[config.mk]
export PLATFORM = sky130hd
export DESIGN_NAME = noc_credit_rx_buffer
export DESIGN_NICKNAME = d
export VERILOG_FILES = /design/src/rtl/noc_credit_rx_buffer.sv
export SDC_FILE = /design/constraint.sdc
export NUM_CORES = 1
export LEC_CHECK = 0
export ABC_CLOCK_PERIOD_IN_PS = 7840
export CORE_MARGIN = 5
export CORE_UTILIZATION = 35
export DETAILED_ROUTE_END_ITERATION = 8
export SLEW_MARGIN = 20
export SYNTH_ARGS = -nofsm -noshare
export SYNTH_HDL_FRONTEND = slang
export SYNTH_SLANG_ARGS = --single-unit
[constraint.sdc]
create_clock -name clk -period 7.84 [get_ports clk]
set_input_delay 1.568 -clock clk [delete_from_list [all_inputs] [get_ports clk]]
set_output_delay 1.568 -clock clk [all_outputs]
set_load 0.01 [all_outputs]
[src/rtl/noc_credit_rx_buffer.sv]
// Receive-side flit buffer for one router output port: credit-based input, valid/ready output.
// Returns one credit per drained flit and flags overflow and in-packet dest changes.
module noc_credit_rx_buffer #(
   parameter int FLIT_WIDTH   = 32,
   parameter int DEST_WIDTH   = 6,
   parameter int BUFFER_DEPTH = 2,
   parameter int PTR_WIDTH    = $clog2(BUFFER_DEPTH) + 1
) (
   input  logic                  clk,
   input  logic                  rst_n,
   input  logic [FLIT_WIDTH-1:0] data_in,
   input  logic [DEST_WIDTH-1:0] dest_in,
   input  logic                  is_tail_in,
   input  logic                  send_in,
   output logic                  credit_out,
   output logic                  out_valid,
   input  logic                  out_ready,
   output logic [FLIT_WIDTH-1:0] out_data,
   output logic [DEST_WIDTH-1:0] out_dest,
   output logic                  out_last,
   output logic [PTR_WIDTH-1:0]  occupancy,
   output logic                  err_overflow,
   output logic                  err_dest_change
);

   localparam int IDX_WIDTH = (BUFFER_DEPTH > 1) ? $clog2(BUFFER_DEPTH) : 1;
   localparam logic [PTR_WIDTH-1:0] DEPTH_COUNT = PTR_WIDTH'(BUFFER_DEPTH);
   localparam logic [IDX_WIDTH-1:0] LAST_IDX    = IDX_WIDTH'(BUFFER_DEPTH - 1);

   logic [FLIT_WIDTH-1:0] data_mem [BUFFER_DEPTH];
   logic [DEST_WIDTH-1:0] dest_mem [BUFFER_DEPTH];
   logic                  last_mem [BUFFER_DEPTH];

   logic [IDX_WIDTH-1:0]  wr_ptr;
   logic [IDX_WIDTH-1:0]  rd_ptr;
   logic                  pkt_open;
   logic [DEST_WIDTH-1:0] pkt_dest;

   logic full;
   logic pop;
   logic push_ok;
   logic push_drop;
   logic dest_mismatch;

   // Pointers wrap explicitly so non-power-of-2 depths work.
   function automatic logic [IDX_WIDTH-1:0] next_idx(input logic [IDX_WIDTH-1:0] idx);
      return (idx == LAST_IDX) ? '0 : idx + IDX_WIDTH'(1);
   endfunction

   assign out_valid     = (occupancy != '0);
   assign full          = (occupancy == DEPTH_COUNT);
   assign pop           = out_valid & out_ready;
   // A pop in the same cycle frees the slot the full-buffer push lands in.
   assign push_ok       = send_in & (~full | pop);
   assign push_drop     = send_in & full & ~pop;
   assign dest_mismatch = push_ok & pkt_open & (dest_in != pkt_dest);

   assign out_data = data_mem[rd_ptr];
   assign out_dest = dest_mem[rd_ptr];
   assign out_last = last_mem[rd_ptr];

   always_ff @(posedge clk) begin
      if (rst_n && push_ok) begin
         data_mem[wr_ptr] <= data_in;
         dest_mem[wr_ptr] <= dest_in;
         last_mem[wr_ptr] <= is_tail_in;
      end
   end

   always_ff @(posedge clk) begin
      if (!rst_n) begin
         wr_ptr     <= '0;
         rd_ptr     <= '0;
         occupancy  <= '0;
         credit_out <= 1'b0;
      end else begin
         credit_out <= pop;
         if (push_ok) begin
            wr_ptr <= next_idx(wr_ptr);
         end
         if (pop) begin
            rd_ptr <= next_idx(rd_ptr);
         end
         if (push_ok && !pop) begin
            occupancy <= occupancy + PTR_WIDTH'(1);
         end else if (pop && !push_ok) begin
            occupancy <= occupancy - PTR_WIDTH'(1);
         end
      end
   end

   always_ff @(posedge clk) begin
      if (!rst_n) begin
         pkt_open        <= 1'b0;
         pkt_dest        <= '0;
         err_overflow    <= 1'b0;
         err_dest_change <= 1'b0;
      end else begin
         if (push_ok) begin
            pkt_open <= ~is_tail_in;
            if (!pkt_open) begin
               pkt_dest <= dest_in;
            end
         end
         if (push_drop) begin
            err_overflow <= 1'b1;
         end
         if (dest_mismatch) begin
            err_dest_change <= 1'b1;
         end
      end
   end

endmodule
## Word level (Yosys, flattened, before mapping)

Memories as Yosys holds them, arrays and structs flattened. A register that Yosys moved wholly into a read port is not among the register bits.
Cells that the tools add are included.

| cells by class | value |
|---|---|
| reductions and logical operators | 8 |
| add/subtract/negate cells | 4 |
| mux-type cells | 12 |
| bitwise operators | 11 |
| eq/ne operators | 2 |

Operators with widths:

| operator | number |
|---|---|
| 2-to-1 mux 1 bit | 10 |
| bitwise AND 1 bit | 6 |
| inequality test 6 bit | 1 |
| 2-to-1 mux 2 bit | 2 |
| NOT 1 bit | 4 |
| nonzero test 2 bit | 2 |
| logical AND 1 bit | 3 |
| adder 1 bit, second input constant | 2 |
| adder 2 x 1 -> 2 bit, second input constant | 1 |
| == test 2 bit, second input constant | 1 |
| zero test 1 bit | 2 |
| AND reduction 2 bit | 1 |
| subtractor 2 x 1 -> 2 bit, second input constant | 1 |
| OR 1 bit | 1 |

| word-level totals | value |
|---|---|
| memories | 3 |
| output and inout port bits | 45 |
| memory bits (writable) | 78 |
| input bits | 43 |
| word-level logic and storage cells | 48 |
| bits in registers | 14 |

Memory list:

| memory | depth | bits a word | rd ports | clocked after Yosys merged registers in | wr ports | RTL line | source |
|---|---|---|---|---|---|---|---|
| data_mem | 2 | 32 | 1 | 1 | 1 | 30 | `logic [FLIT_WIDTH-1:0] data_mem [BUFFER_DEPTH];` |
| dest_mem | 2 | 6 | 1 | 1 | 1 | 31 | `logic [DEST_WIDTH-1:0] dest_mem [BUFFER_DEPTH];` |
| last_mem | 2 | 1 | 1 | 1 | 1 | 32 | `logic last_mem [BUFFER_DEPTH];` |

## Depth between registers and ports, before layout

| logic depth | value |
|---|---|
| depth after elaboration | 8 |
| depth in mapped cells | 6 |
| mapped depth without buffers | 6 |

## Least setup slack after synthesis

No wires, ideal clock.

| path | value |
|---|---|
| path type | input to register |
| start | in rst_n |
| end | mem data_mem[0][0] (enable) |
| setup slack | 1.758 ns |
| data required time | 7.307 ns |
| setup time | 0.533 ns |
| buffers on the path | 0 |
| data arrival time | 5.549 ns |
| cell stages on the path | 2 |
| cells stage by stage | clkinv_1 nor4_1 |

| between the ends | value |
|---|---|
| word-level cells in the longest chain between the ends | 3 |

RTL lines:

| element | RTL line | source |
|---|---|---|
| start, declared | 10 | `input logic rst_n,` |
| logical AND 1 bit | 63 | `if (rst_n && push_ok) begin` |
| 2-to-1 mux 1 bit | 63 |  |
| 2-to-1 mux 1 bit (not written as such) | 64 | `data_mem[wr_ptr] <= data_in;` |
| end, declared | 30 |  |

Every way passes these cells.

==> metrics.txt <==
# TYPE chip_impl_metric gauge
chip_impl_info{name="status",value="finished, final reports clean"} 1
chip_impl_metric{name="die_width",unit="µm"} 110
chip_impl_metric{name="reg2regPathDepth",unit=""} 3
chip_impl_metric{name="clock_path_buffers",unit=""} 2
chip_impl_metric{name="n_antenna_cell",unit=""} 0
chip_impl_metric{name="wl_met1",unit="mm"} 2.94
chip_impl_metric{name="grt_first_pass_wirelength",unit="mm"} 10.2
chip_impl_metric{name="area_delta_synth_final",unit="%"} 35.2
chip_impl_metric{name="detail_route.first_pass.iterations",unit=""} 4
chip_impl_metric{name="multiInputGateArea",unit="µm²"} 811
chip_impl_metric{name="worst-slew-pin-transition",unit="ns"} 0.970
chip_impl_metric{name="detailedPlacementHpwl",unit="mm"} 4.39
chip_impl_metric{name="r2r_setup_slack",unit="ns"} 5.82
chip_impl_metric{name="drv_slew",unit=""} 0
chip_impl_info{name="hold-path-endpoint",value="pkt_dest[4]"} 1
chip_impl_metric{name="port_buffers",unit=""} 87
chip_impl_metric{name="fillerInstances",unit=""} 877
chip_impl_metric{name="total_routed_length",unit="mm"} 6.68
chip_impl_metric{name="synthDistinctLibCells",unit=""} 25
chip_impl_metric{name="ys.warnings.count",unit=""} 0
chip_impl_info{name="synth_largest_area_cell",value="sky130_fd_sc_hd__edfxtp_1"} 1
chip_impl_metric{name="worst_ep_arrival_time",unit="ns"} 2.25
chip_impl_info{name="reg2reg_from",value="occupancy[0]"} 1
chip_impl_metric{name="syn-cell-area",unit="µm²"} 3480
chip_impl_info{name="worst_path_max_delay_cell",value="sky130_fd_sc_hd__dfxtp_2"} 1
chip_impl_metric{name="worst_ir_drop_vdd",unit="µV"} 130
chip_impl_metric{name="setup_violators_final",unit=""} 0
chip_impl_info{name="startpoint_type",value="flip-flop"} 1
chip_impl_metric{name="ys_ff_latch",unit=""} 93
chip_impl_metric{name="synth_top_area_frac",unit=""} 0.674
chip_impl_metric{name="relSlewSlack",unit=""} 0.353
chip_impl_metric{name="drv_cap",unit=""} 0
chip_impl_metric{name="fraction_of_final_layout_cells_with_drive_strength_greater_than_1",unit=""} 0.213
chip_impl_metric{name="min_period_over_period",unit=""} 0.487
chip_impl_metric{name="synthesis.instances",unit=""} 193
chip_impl_metric{name="number_of_global_route_vias_before_repair",unit=""} 2030
chip_impl_metric{name="clk_pin_slew",unit="ns"} 0.09
chip_impl_metric{name="total_power",unit="mW"} 1.24
chip_impl_info{name="timing.hold.worst.class",value="reg -> reg"} 1
chip_impl_metric{name="maximum_number_of_pins_on_one_net_before_global_route_repair",unit=""} 40
chip_impl_metric{name="synth_nets",unit=""} 237
chip_impl_metric{name="row_count",unit=""} 36
chip_impl_info{name="cts.root.buffer_cell",value="sky130_fd_sc_hd__clkbuf_8"} 1
chip_impl_metric{name="powerDensity",unit="nW/µm²"} 263
chip_impl_metric{name="cts_made_buffers",unit=""} 9
chip_impl_metric{name="p_leak",unit="nW"} 1.58
chip_impl_metric{name="die_h",unit="µm"} 110
chip_impl_metric{name="io_pins",unit=""} 88
chip_impl_metric{name="cts_setup_buffers",unit=""} 0
chip_impl_metric{name="timing.critical_path.required",unit="ns"} 6.27
chip_impl_metric{name="grt_remaining_overflow",unit=""} 0
chip_impl_metric{name="register_area",unit="µm²"} 2640
chip_impl_metric{name="syn_area_per_cell",unit="µm²"} 18.0
chip_impl_metric{name="detail_route.iter0.violations",unit=""} 57
chip_impl_metric{name="cts_repair_resize_count",unit=""} 0
chip_impl_metric{name="antenna_found_initial",unit=""} 0
chip_impl_metric{name="drc",unit=""} 0
chip_impl_info{name="min-delay-start",value="pkt_dest[4]"} 1
chip_impl_metric{name="num_vias",unit=""} 1905
chip_impl_metric{name="final.setup.tns",unit="ns"} 0
chip_impl_metric{name="fin_worst_skew",unit="ns"} 0.00932
chip_impl_metric{name="max_stage_delay",unit="ns"} 0.95
chip_impl_metric{name="nets",unit=""} 331
chip_impl_metric{name="path_max_fanout",unit=""} 39
chip_impl_info{name="top_signal_layer_used",value="met4"} 1
chip_impl_metric{name="clock_insertion_delay_worst_skew",unit="ns"} 0.35
chip_impl_info{name="rsz_0062_raised_after_global_routing",value="false"} 1
chip_impl_metric{name="final_antenna_violating_net_count",unit=""} 0
chip_impl_info{name="worst-setup-path-type",value="reg -> out"} 1
chip_impl_metric{name="synth-seq-area-share",unit=""} 0.760
chip_impl_metric{name="wl_met2",unit="mm"} 3.18
chip_impl_metric{name="final_period_minus_worst_setup_slack",unit="ns"} 3.81
chip_impl_metric{name="dr_wl_met3",unit="µm"} 459
chip_impl_info{name="cts_tree",value="done"} 1
chip_impl_metric{name="vias_per_cell",unit=""} 4.49
chip_impl_metric{name="globalplace.congestion",unit=""} 0.699
chip_impl_metric{name="core",unit="µm²"} 9730
chip_impl_metric{name="clock-sinks",unit=""} 93
chip_impl_metric{name="avgRoutedWirePerCell",unit="µm"} 15.7
chip_impl_info{name="critical_path.cell_chain",value="mux2_2 > clkdlybuf4s50_1"} 1
chip_impl_metric{name="min_path_cells",unit=""} 2
chip_impl_info{name="post_synth_main_area_contributors",value="sky130_fd_sc_hd__edfxtp_1 67%, sky130_fd_sc_hd__mux2_2 13%, sky130_fd_sc_hd__dfxtp_1 8.6%, sky130_fd_sc_hd__xor2_1 2.3%, sky130_fd_sc_hd__mux2i_1 1.7%"} 1
chip_impl_info{name="cp-end-kind",value="output pin"} 1
chip_impl_metric{name="cts.hold.buffers_added",unit=""} 0
chip_impl_metric{name="global_route.usage.total",unit=""} 0.114
chip_impl_metric{name="cts.htree.levels",unit=""} 3
chip_impl_metric{name="floorplan.initialDensity",unit=""} 0.357
chip_impl_metric{name="timing_hold_violations_final",unit=""} 0
chip_impl_metric{name="die-area",unit="µm²"} 12000
chip_impl_metric{name="max_clock_freq",unit="MHz"} 262
chip_impl_info{name="timing.rr.end",value="dest_mem[1][2]"} 1
==> layer usage <==
| layer | vias up | global-route usage |
|---|---|---|
| met1 | 926 | 0.145 |
| met3 | 8 | 0.0305 |
| met5 | - | 0 |
| met2 | 54 | 0.182 |
| li1 | 917 | - |
| met4 | 0 | 0.0481 |
==> per-stage QoR <==
| stage | hold WS (ns) | setup WS, ns | util | cells | cell area, µm² |
|---|---|---|---|---|---|
| floorplan | 0.446 | 1.76 | - | 193 | 3480 |
| global placement | 0.454 | 3.99 | 0.463 | 409 | 4510 |
| detailed placement | 0.468 | 3.92 | 0.463 | 409 | 4510 |
| CTS | 0.480 | 3.95 | 0.483 | 424 | 4700 |
| global route | 0.491 | 3.89 | 0.483 | 424 | 4700 |
| finish | 0.475 | 4.03 | 0.483 | 424 | 4700 |
==> synth_stat cells, drive strengths merged <==
cell    instances
buf             4
nor4            2
inv             1
mux2i           6
dfxtp          15
or2             1
and3            1
edfxtp         78
nor3            2
o21ai           3
mux2           39
clkbuf          1
a21oi           4
or3b            1
nand2          12
nor3b           1
ha              1
clkinv          1
a211oi          2
or3             2
xor2            9
nor2            6
a31oi           1
==> how the worst max path moves through the flow <==
stage                           end  slack (ns)      start
detailed placement   data_mem[0][6]        3.92      rst_n
floorplan            data_mem[0][0]        1.76      rst_n
finish                  out_dest[2]        4.03  flip-flop
global placement    data_mem[0][18]        3.99      rst_n
CTS                    out_data[19]        3.95  flip-flop
global route           out_data[13]        3.89  flip-flop
==> worst max-delay path: cells and delay by family (launching register included) <==
kind,cells,cell delay (ns)
muxes,1,0.44
DFF,1,0.95
buffers and inverters,1,0.48
==> flip-flops by register name, summed over array words and instances (netlist names), 2 cells and up, named ones only <==
register	count
data_mem	64
dest_mem	12
pkt_dest	6
last_mem	2
occupancy	2
==> layout make-up <==
cell class              instances  area share
inverters                       2     0.00160
clock inverters                 6      0.0149
flip-flops and latches         93       0.562
well taps                     133      0.0354
repair buffers                 88       0.187
multi-input cells              93       0.172
clock buffers                   9      0.0264
==> cells in the final DEF, fill, tap and decap left out, drive strengths merged, types with 4 or more instances in the layout <==
cell / n
a21oi: 4
xor2: 9
nor2: 6
mux2i: 6
edfxtp: 78
clkdlybuf4s50: 87
mux2: 39
dfxtp: 15
nand2: 12
clkbuf: 9
==> logic make-up (layout without fill, tap and decap cells) <==
logic type                 count (synthesis)  in the layout  share of synthesized area
DFF                                       93             93                      0.760
muxes                                     45             45                      0.144
and+or+nand+nor                           28             28                     0.0450
AOI/OAI and AO/OA                         10             10                     0.0162
xor gates and xnor gates                   9              9                     0.0227
buffers and inverters                      7            105                    0.00899
adders and majority gates                  1              1                    0.00360
==> power by group <==
group / internal (mW) / switching, mW
registers: 0.575 / 0.0454
clock network: 0.148 / 0.164
logic: 0.192 / 0.112
total: 0.915 / 0.321
Power figures use the tool's default switching activity.
